### src/rtl/alu_pkg.sv
// Shared ALU definitions: default datapath width, operation codes and the
// divider FSM state type.
package alu_pkg;

  localparam int WIDTH = 32;

  localparam logic [5:0] MULTU = 6'd25;
  localparam logic [5:0] DIVU  = 6'd27;

  typedef enum logic [1:0] {
    ST_IDLE = 2'd0,
    ST_RUN  = 2'd1,
    ST_DONE = 2'd2
  } state_t;

endpackage

### src/rtl/div_step.sv
// One restoring-division step: shift {rem, dq} left by one, trial-subtract
// the divisor from the widened remainder and keep the result if no borrow.
// The freed low bit of dq receives the new quotient bit.
module div_step #(
  parameter int WIDTH = 32
) (
  input  logic [WIDTH-1:0] rem_in,
  input  logic [WIDTH-1:0] dq_in,
  input  logic [WIDTH-1:0] divisor,
  output logic [WIDTH-1:0] rem_out,
  output logic [WIDTH-1:0] dq_out
);

  logic [WIDTH:0]   rem_sh_s;
  logic [WIDTH+1:0] diff_s;
  logic             borrow_s;

  // Shift, trial subtract, and select the restored or reduced remainder.
  always_comb begin
    rem_sh_s = {rem_in, dq_in[WIDTH-1]};
    diff_s   = {1'b0, rem_sh_s} - {2'b00, divisor};
    borrow_s = diff_s[WIDTH+1];
    if (borrow_s) begin
      rem_out = rem_sh_s[WIDTH-1:0];
    end else begin
      rem_out = diff_s[WIDTH-1:0];
    end
    dq_out = {dq_in[WIDTH-2:0], ~borrow_s};
  end

endmodule

### src/rtl/divider.sv
// Multi-cycle unsigned divider: one quotient bit per clock using a
// restoring algorithm. Divide-by-zero completes in a single cycle with an
// all-ones quotient, the dividend as remainder and the dbz flag set.
module divider #(
  parameter int         WIDTH = alu_pkg::WIDTH,
  parameter logic [5:0] DIVU  = alu_pkg::DIVU
) (
  input  logic             clk,
  input  logic             rst,
  input  logic [5:0]       ctl,
  input  logic             start,
  input  logic [WIDTH-1:0] a,
  input  logic [WIDTH-1:0] b,
  output logic             busy,
  output logic             done,
  output logic [WIDTH-1:0] quotient,
  output logic [WIDTH-1:0] remainder,
  output logic             dbz
);

  import alu_pkg::*;

  localparam int CW = $clog2(WIDTH);

  state_t           state_r, state_s;
  logic [CW-1:0]    count_r;
  logic [WIDTH-1:0] rem_r;
  logic [WIDTH-1:0] dq_r;
  logic [WIDTH-1:0] divisor_r;
  logic [WIDTH-1:0] quotient_r;
  logic [WIDTH-1:0] remainder_r;
  logic             dbz_r;

  logic [WIDTH-1:0] rem_next_s;
  logic [WIDTH-1:0] dq_next_s;
  logic             accept_s;
  logic             b_zero_s;
  logic             last_s;

  div_step #(.WIDTH(WIDTH)) u_step (
    .rem_in  (rem_r),
    .dq_in   (dq_r),
    .divisor (divisor_r),
    .rem_out (rem_next_s),
    .dq_out  (dq_next_s)
  );

  // A new request is taken only when no division is in flight.
  always_comb begin
    accept_s = start && (ctl == DIVU) &&
               ((state_r == ST_IDLE) || (state_r == ST_DONE));
    b_zero_s = (b == '0);
    last_s   = (state_r == ST_RUN) && (count_r == CW'(WIDTH - 1));
  end

  // State register.
  always_ff @(posedge clk or negedge rst) begin
    if (!rst) begin
      state_r <= ST_IDLE;
    end else begin
      state_r <= state_s;
    end
  end

  // Next-state logic; DONE lasts one cycle unless a new request chains in.
  always_comb begin
    state_s = state_r;
    case (state_r)
      ST_IDLE: begin
        if (accept_s) begin
          state_s = b_zero_s ? ST_DONE : ST_RUN;
        end else begin
          state_s = ST_IDLE;
        end
      end
      ST_RUN: begin
        if (last_s) begin
          state_s = ST_DONE;
        end else begin
          state_s = ST_RUN;
        end
      end
      ST_DONE: begin
        if (accept_s) begin
          state_s = b_zero_s ? ST_DONE : ST_RUN;
        end else begin
          state_s = ST_IDLE;
        end
      end
      default: state_s = ST_IDLE;
    endcase
  end

  // Operand capture, iteration and result loading on entry to DONE.
  always_ff @(posedge clk or negedge rst) begin
    if (!rst) begin
      count_r     <= '0;
      rem_r       <= '0;
      dq_r        <= '0;
      divisor_r   <= '0;
      quotient_r  <= '0;
      remainder_r <= '0;
      dbz_r       <= 1'b0;
    end else if (accept_s) begin
      count_r   <= '0;
      rem_r     <= '0;
      dq_r      <= a;
      divisor_r <= b;
      if (b_zero_s) begin
        quotient_r  <= '1;
        remainder_r <= a;
        dbz_r       <= 1'b1;
      end
    end else if (state_r == ST_RUN) begin
      rem_r <= rem_next_s;
      dq_r  <= dq_next_s;
      if (last_s) begin
        quotient_r  <= dq_next_s;
        remainder_r <= rem_next_s;
        dbz_r       <= 1'b0;
      end else begin
        count_r <= count_r + CW'(1);
      end
    end
  end

  assign busy      = (state_r == ST_RUN);
  assign done      = (state_r == ST_DONE);
  assign quotient  = quotient_r;
  assign remainder = remainder_r;
  assign dbz       = dbz_r;

endmodule

### config.mk
export PLATFORM = sky130hd
export DESIGN_NAME = divider
export DESIGN_NICKNAME = d
export VERILOG_FILES = /design/src/rtl/alu_pkg.sv /design/src/rtl/div_step.sv /design/src/rtl/divider.sv
export SDC_FILE = /design/constraint.sdc
export NUM_CORES = 1
export LEC_CHECK = 0
export CAP_MARGIN = 20
export CORE_MARGIN = 2
export CORE_UTILIZATION = 25
export CTS_CLUSTER_DIAMETER = 80
export DETAILED_ROUTE_END_ITERATION = 12
export SLEW_MARGIN = 20
export SYNTH_ARGS = -nofsm -noshare
export SYNTH_HDL_FRONTEND = slang
export SYNTH_SLANG_ARGS = --single-unit
### constraint.sdc
create_clock -name clk -period 4.3 [get_ports clk]
set_input_delay 0.43 -clock clk [delete_from_list [all_inputs] [get_ports clk]]
set_output_delay 0.43 -clock clk [all_outputs]
set_load 0.03 [all_outputs]
# Word level (Yosys, flattened, before mapping)
# Cells that the tools add are included.
dict set report totals {
  register_bits 168
  latch_bits 0
  ram_bits 0
  romBits 0
  inputBits 73
  elab_cells 52
  mem_count 0
}
dict set report classes {
  add_sub_neg 2
  n_mul 0
  div 0
  magnitude_cmp 0
  n_eq_ne 6
  shift 0
  n_mux 24
  bitwise_logic 1
  n_reduce_logical 11
}
# op n
set op_table {}
lappend op_table {{two-way mux 32 bit} 13}
lappend op_table {{subtractor 33 x 32 -> 34 bit} 1}
lappend op_table {{logical NOT 32 bit} 1}
lappend op_table {{two-way mux 5 bit} 3}
lappend op_table {{equality test 6 x 5 -> 1 bit (second input constant)} 1}
lappend op_table {{two-way mux 2 bit} 3}
lappend op_table {{adder 5 x 1 -> 5 bit (second input constant)} 1}
lappend op_table {{equality test 5 bit (second input constant)} 1}
lappend op_table {{two-way mux 1 bit} 4}
lappend op_table {{one-hot mux 2 bit (2 select lines)} 1}
lappend op_table {{nonzero test 2 bit} 2}
lappend op_table {{logical AND 1 bit} 3}
lappend op_table {{AND reduction 3 bit} 1}
lappend op_table {{equality test 2 x 1 -> 1 bit (second input constant)} 1}
lappend op_table {{equality test 2 bit (second input constant)} 1}
lappend op_table {{logical NOT 2 bit} 1}
lappend op_table {{!= test 2 x 1 -> 1 bit (second input constant)} 1}
lappend op_table {{!= test 2 bit (second input constant)} 1}
lappend op_table {{AND reduction 2 bit} 1}
lappend op_table {{OR reduction 2 bit} 1}
lappend op_table {{logical OR 1 bit} 1}
lappend op_table {{NOT 1 bit} 1}

# Logic depth before layout (Yosys ltp)
dict set report depth {
  ltp_word 5
  depth_mapped 14
  mapped_depth_nobuf 12
}

# Cells and area by module
# Synthesis repeated with hierarchy kept, for this count alone.
dict set report unflattened {
  cells_unflattened 1012
  area_unflattened_um2 9616.7
}
# mod instances cells_each area_each_um2 seq_area_each_um2
set by_module_without_submodules {}
lappend by_module_without_submodules {divider 1 608 6954.2 4204.0}
lappend by_module_without_submodules {div_step 1 404 2662.6 0.0}

# Worst setup path before layout
# OpenSTA, ideal clock, no wires.
dict set report synth_timing {
  path_type {register to register}
  startpoint {register rem_r[11]}
  endpoint {register remainder_r[12] (netlist: remainder[12])}
  arrival_time_ps 2650
  t_required_ps 4181
  path_slack_ps 1531
  stages_incl_launch_ff 14
  path_buffers 3
  period_less_slack_ps 2769
  cell_sequence {dfrtp_1 > ha_1 > buf_6 > a21oi_4 > o21ai_2 > a41oi_2 > nor3_1 > or4b_4 > a41o_1 > buf_6 > buf_8 > mux2i_1 > o211ai_1 > o21a_1}
}
dict set report synth_between {
  elab_chain_cells 5
}
# element line
set synth_lines {}
lappend synth_lines {{from (decl)} divider.sv:27} ;# logic [WIDTH-1:0] rem_r;
lappend synth_lines {{from (signal assigned)} divider.sv:115} ;# rem_r <= rem_next_s;
lappend synth_lines {{subtractor 33 x 32 -> 34 bit} div_step.sv:21} ;# diff_s = {1'b0, rem_sh_s} - {2'b00, divisor};
lappend synth_lines {{two-way mux 32 bit (*)} div_step.sv:23} ;# if (borrow_s) begin
lappend synth_lines {{two-way mux 32 bit (*)} divider.sv:117} ;# if (last_s) begin
lappend synth_lines {{two-way mux 32 bit (*)} divider.sv:114} ;# end else if (state_r == ST_RUN) begin
lappend synth_lines {{two-way mux 32 bit (*)} divider.sv:104} ;# end else if (accept_s) begin
lappend synth_lines {{to (signal assigned)} divider.sv:119} ;# remainder_r <= rem_next_s;
lappend synth_lines {{to (decl)} divider.sv:31} ;# logic [WIDTH-1:0] remainder_r;
# Every way passes the cells marked *; elsewhere a longest branch is shown, timed or not. The select of a mux whose other input is x is not followed.
# A chain may end at the register's enable or synchronous reset.

# Final worst setup path
dict set report layout_timing {
  startpoint {input b[26]}
  endpoint {register remainder_r[6] (netlist: remainder[6])}
}
dict set report layout_between {
  elab_chain_cells 3
}
# element line
set layout_lines {}
lappend layout_lines {{from (decl)} divider.sv:13} ;# input logic [WIDTH-1:0] b,
lappend layout_lines {{logical NOT 32 bit} divider.sv:52} ;# b_zero_s = (b == '0);
lappend layout_lines {{!= test 2 x 1 -> 1 bit (no line)} -}
lappend layout_lines {{AND reduction 3 bit (no line)} -}
# No other way between the ends.

==> reports/metrics.cfg <==
[timing]
final_hold_viol_count = 0
finalClockSkew_ns = 0.01208
worst_slew_margin_rel = 0.3900
fin_tns_setup_ns = 0
final_max_slew_viol_count = 0
unrepaired_setup_endpoints_after_global_routing = no
worst_pin_slew_ns = 0.9150
setup_viol = 0
fin_crit_ns = 3.289
post-route-period-util = 0.7649
clock.fmax_mhz = 304.0

[logic_synthesis]
synth_seq_area_share = 0.4607
synth_top_family_by_area = compound AO/OA/AOI/OAI gates
yosys.cell_types.count = 70
synthFlopType = dfrtp_1
synth_area_per_cell_sq_um = 8.885
yosysTopAreaCell = dfrtp_1
syn_inst = 1027
simple_gate_portion_of_the_synthesized_area = 0.1610
synthesized_area_fraction_occupied_by_ao_oa_aoi_and_oai_cells = 0.2132
number_of_enable_flip_flop_cells_after_synthesis = 0
post_synth_mux_area_share = 0.03990
yosysTopAreaCellShare = 0.4607
synth-seq-cells = 168
synth-xor-area-share = 0.02496
top_cells_by_area_synth = dfrtp_1 (46%), nand2_1 (8.8%), o21ai_0 (6.4%), ha_1 (4.7%), mux2i_1 (3.6%)
yosysWarningCount = 0
synth_fa_ha_area_frac = 0.04881
syn-num-nets = 1135
synth.cell_area_sq_um = 9125
postSynth.asyncResetShare = 1.000

[layout]
finish.cell_count_without_fillers = 1607
signed_area_change_from_the_synthesized_netlist_to_the_final_layout_pct = 26.41
multiInputGateArea_sq_um = 4462
register_area_sq_um = 4204
n_antenna_cell = 0
drive_above_1_share = 0.05846
filler_cell_count = 3765
finish.instance_area_sq_um = 11530
number_of_nets_at_the_end_of_the_flow = 1241
mostFrequentLayoutCell = nand2_1
layout_common_cells = nand2_1 (213), dfrtp_1 (168), clkdlybuf4s50_1 (138), o21ai_0 (117), a21oi_1 (54)

[power_and_ir_drop]
share_clk_of_total_power = 0.211
share_comb_of_total_power = 0.467
power.static_leakage_nw = 4.862
share_seq_of_total_power = 0.322
irDropWorstVdd_uv = 252.1
power.net_switching_mw = 3.162
cell_internal_pwr_mw = 4.336
power.share.switching = 0.4217
p_total_mw = 7.498
power_density_nw_per_um2 = 650.0

[worst_setup_path]
worst_ep_required_ns = 4.62
worst_setup_path_start_kind = input pin
worst_path_dominant_cell_family = simple AND/OR/NAND/NOR gates
critPathBufInv = 4
worst_path_largest_cell_delay_ns = 0.77
cp-end-kind = register
worstPathMaxFanout = 33
critPathKind = input pin to register
cp_data_arrival_time_ns = 3.61
timing.critical_path.mode_cell = nor4_1
cp_cell_sequence = clkdlybuf4s50_1 > nor4_1 > nand2_1 > nor4_1 > buf_4 > and2_1 > nor2_2 > inv_1 > buf_12 > o211ai_1 > o21a_1
critical_path.slowest_cell = nor4_1

[routing]
finalWirelength_microns = 28090
initialDrtViolationCount = 703
ant_nets = 0
detail_route.vias_per_cell = 4.842
drc_errors = 0
detailroute.via_count = 7781
routedWlPerCell_microns = 17.48
drtPass1Iterations = 5

[floorplan]
pin_count = 140
dieHeight_microns = 195.1
floorplan.initialDensity = 0.2553
die_x_microns = 195.1
row_count = 69
die_area_sq_um = 38040
core_region_area_sq_um = 35740

[run_status]
outcome = finished, final reports clean

[placement]
place.port_buffers = 139
globalplace.congestion = 0.8674
post-dp-hpwl_microns = 20740
placedInstanceArea_sq_um = 10930
placed_cells = 1575

[global_routing]
grt_first_pass_wirelength_microns = 44060
number_of_global_route_vias_before_repair = 7484
grt_max_degree = 102
grt_antenna_before_repair = 0
groute.usage.overall = 0.1488
grt_remaining_overflow = 0

[flow_run]
max_cap_viol_count = 0

[cts]
cts.sink_count = 168
cts_made_buffers = 17
cts_root_buf = clkbuf_16
clk_path_buf_depth = 2
cts_setup_buffers = 0
cts_htree_levels = 4
post_cts_clock_slew_at_the_launch_and_capture_registers_of_the_worst_setup_and_hold_paths_ns = 0.07
worst_skew_pair.late_latency_ns = 0.43
cts_tree = yes
cts_hold_buffers = 0
cts_repair_resize_count = 0

[min_path]
timing.hold.worst.class = input pin to async pin

flip-flops by register name, summed over array words and instances (netlist names):
register	cells
dbz	1
dq_r	32
divisor_r	32
rem_r	32
state_r	2
count_r	5
quotient	32
remainder	32
kinds of logic after synthesis:
| kind of cell | Yosys count |
|---|---|
| adder cells (fa/ha/maj) | 35 |
| flip-flops | 168 |
| AND/OR/NAND/NOR | 342 |
| AO/OA/AOI/OAI | 312 |
| XOR/XNOR | 26 |
| buffers and inverters | 108 |
| multiplexers | 36 |
cells in the mapped netlist (all sizes together) (6+ instances only):
library cell,n
o21a,16
a211oi,8
and3,6
ha,34
nor3,10
o211ai,21
nor4,9
xnor2,14
mux2i,33
a21oi,58
nor2,50
xor2,12
a21o,17
nand4,8
nand3,19
a31oi,26
inv,41
o31ai,13
dfrtp,168
and2,8
buf,20
clkbuf,46
nor2b,7
nand2,213
o21ai,121
final timing paths:
| check | cells after the start | slack [ns] | end | startpoint |
|---|---|---|---|---|
| min reg2reg | 1 | 0.48 | state_r[0] | state_r[1] |
| max in group asynchronous | 2 | 3.31 | dq_r[23] | rst |
| min in group clk | 1 | 0.48 | state_r[0] | state_r[1] |
| min | 1 | 0.004 | rem_r[7] | rst |
| max reg2reg | 13 | 1.07 | remainder[30] | dq_r[31] |
| max | 11 | 1.01 | remainder[6] | b[26] |
through the flow:
step / setup WS [ns] / hold WS [ns] / util
after floorplan: 1.531 / 0.1344 / -
after CTS: 0.8010 / 0.01807 / 0.3227
final: 1.011 / 0.003815 / 0.3227
after detailed placement: 0.3434 / 0.4557 / 0.3059
after global routing: 0.6396 / 0.04805 / 0.3227
after global placement: 0.2851 / 0.4375 / 0.3058
area by class of cell:
type / count / area share
Timing Repair Buffer: 153 / 0.1331
Clock inverter: 13 / 0.01356
Multi-Input combinational cell: 751 / 0.3868
Inverter: 42 / 0.01367
Sequential cell: 168 / 0.3645
Tap cell: 461 / 0.05001
Clock buffer: 19 / 0.03840
per-layer routing:
| metal | track usage | share of wire | up-vias |
|---|---|---|---|
| li1 | - | - | 3841 |
| met1 | 0.2281 | 0.53 | 3690 |
| met2 | 0.2169 | 0.41 | 230 |
| met3 | 0.02245 | 0.048 | 20 |
| met4 | 0.03704 | 0.015 | 0 |
| met5 | 0 | 0 | - |
power by group through the flow:
stage	logic [mW]	registers [mW]	clock network, mW
CTS	3.50	2.41	1.62
floorplan	2.45	2.45	0
detailed placement	3.49	2.43	0
global route	3.89	2.47	1.68
global placement	3.45	2.43	0
finish	3.50	2.41	1.58
worst register-to-register path: stages, from the launching register on:
cell	delay [ns]
dfrtp_1	0.41
inv_1	0.06
ha_1	0.22
fa_1	0.41
nor2b_1	0.19
o211ai_1	0.13
a21oi_1	0.27
nor2_1	0.12
o21ai_0	0.20
buf_4	0.17
a21oi_1	0.15
o31a_1	0.32
a31oi_1	0.31
a21oi_1	0.13
Note: power is estimated with default switching activity, not from simulation.
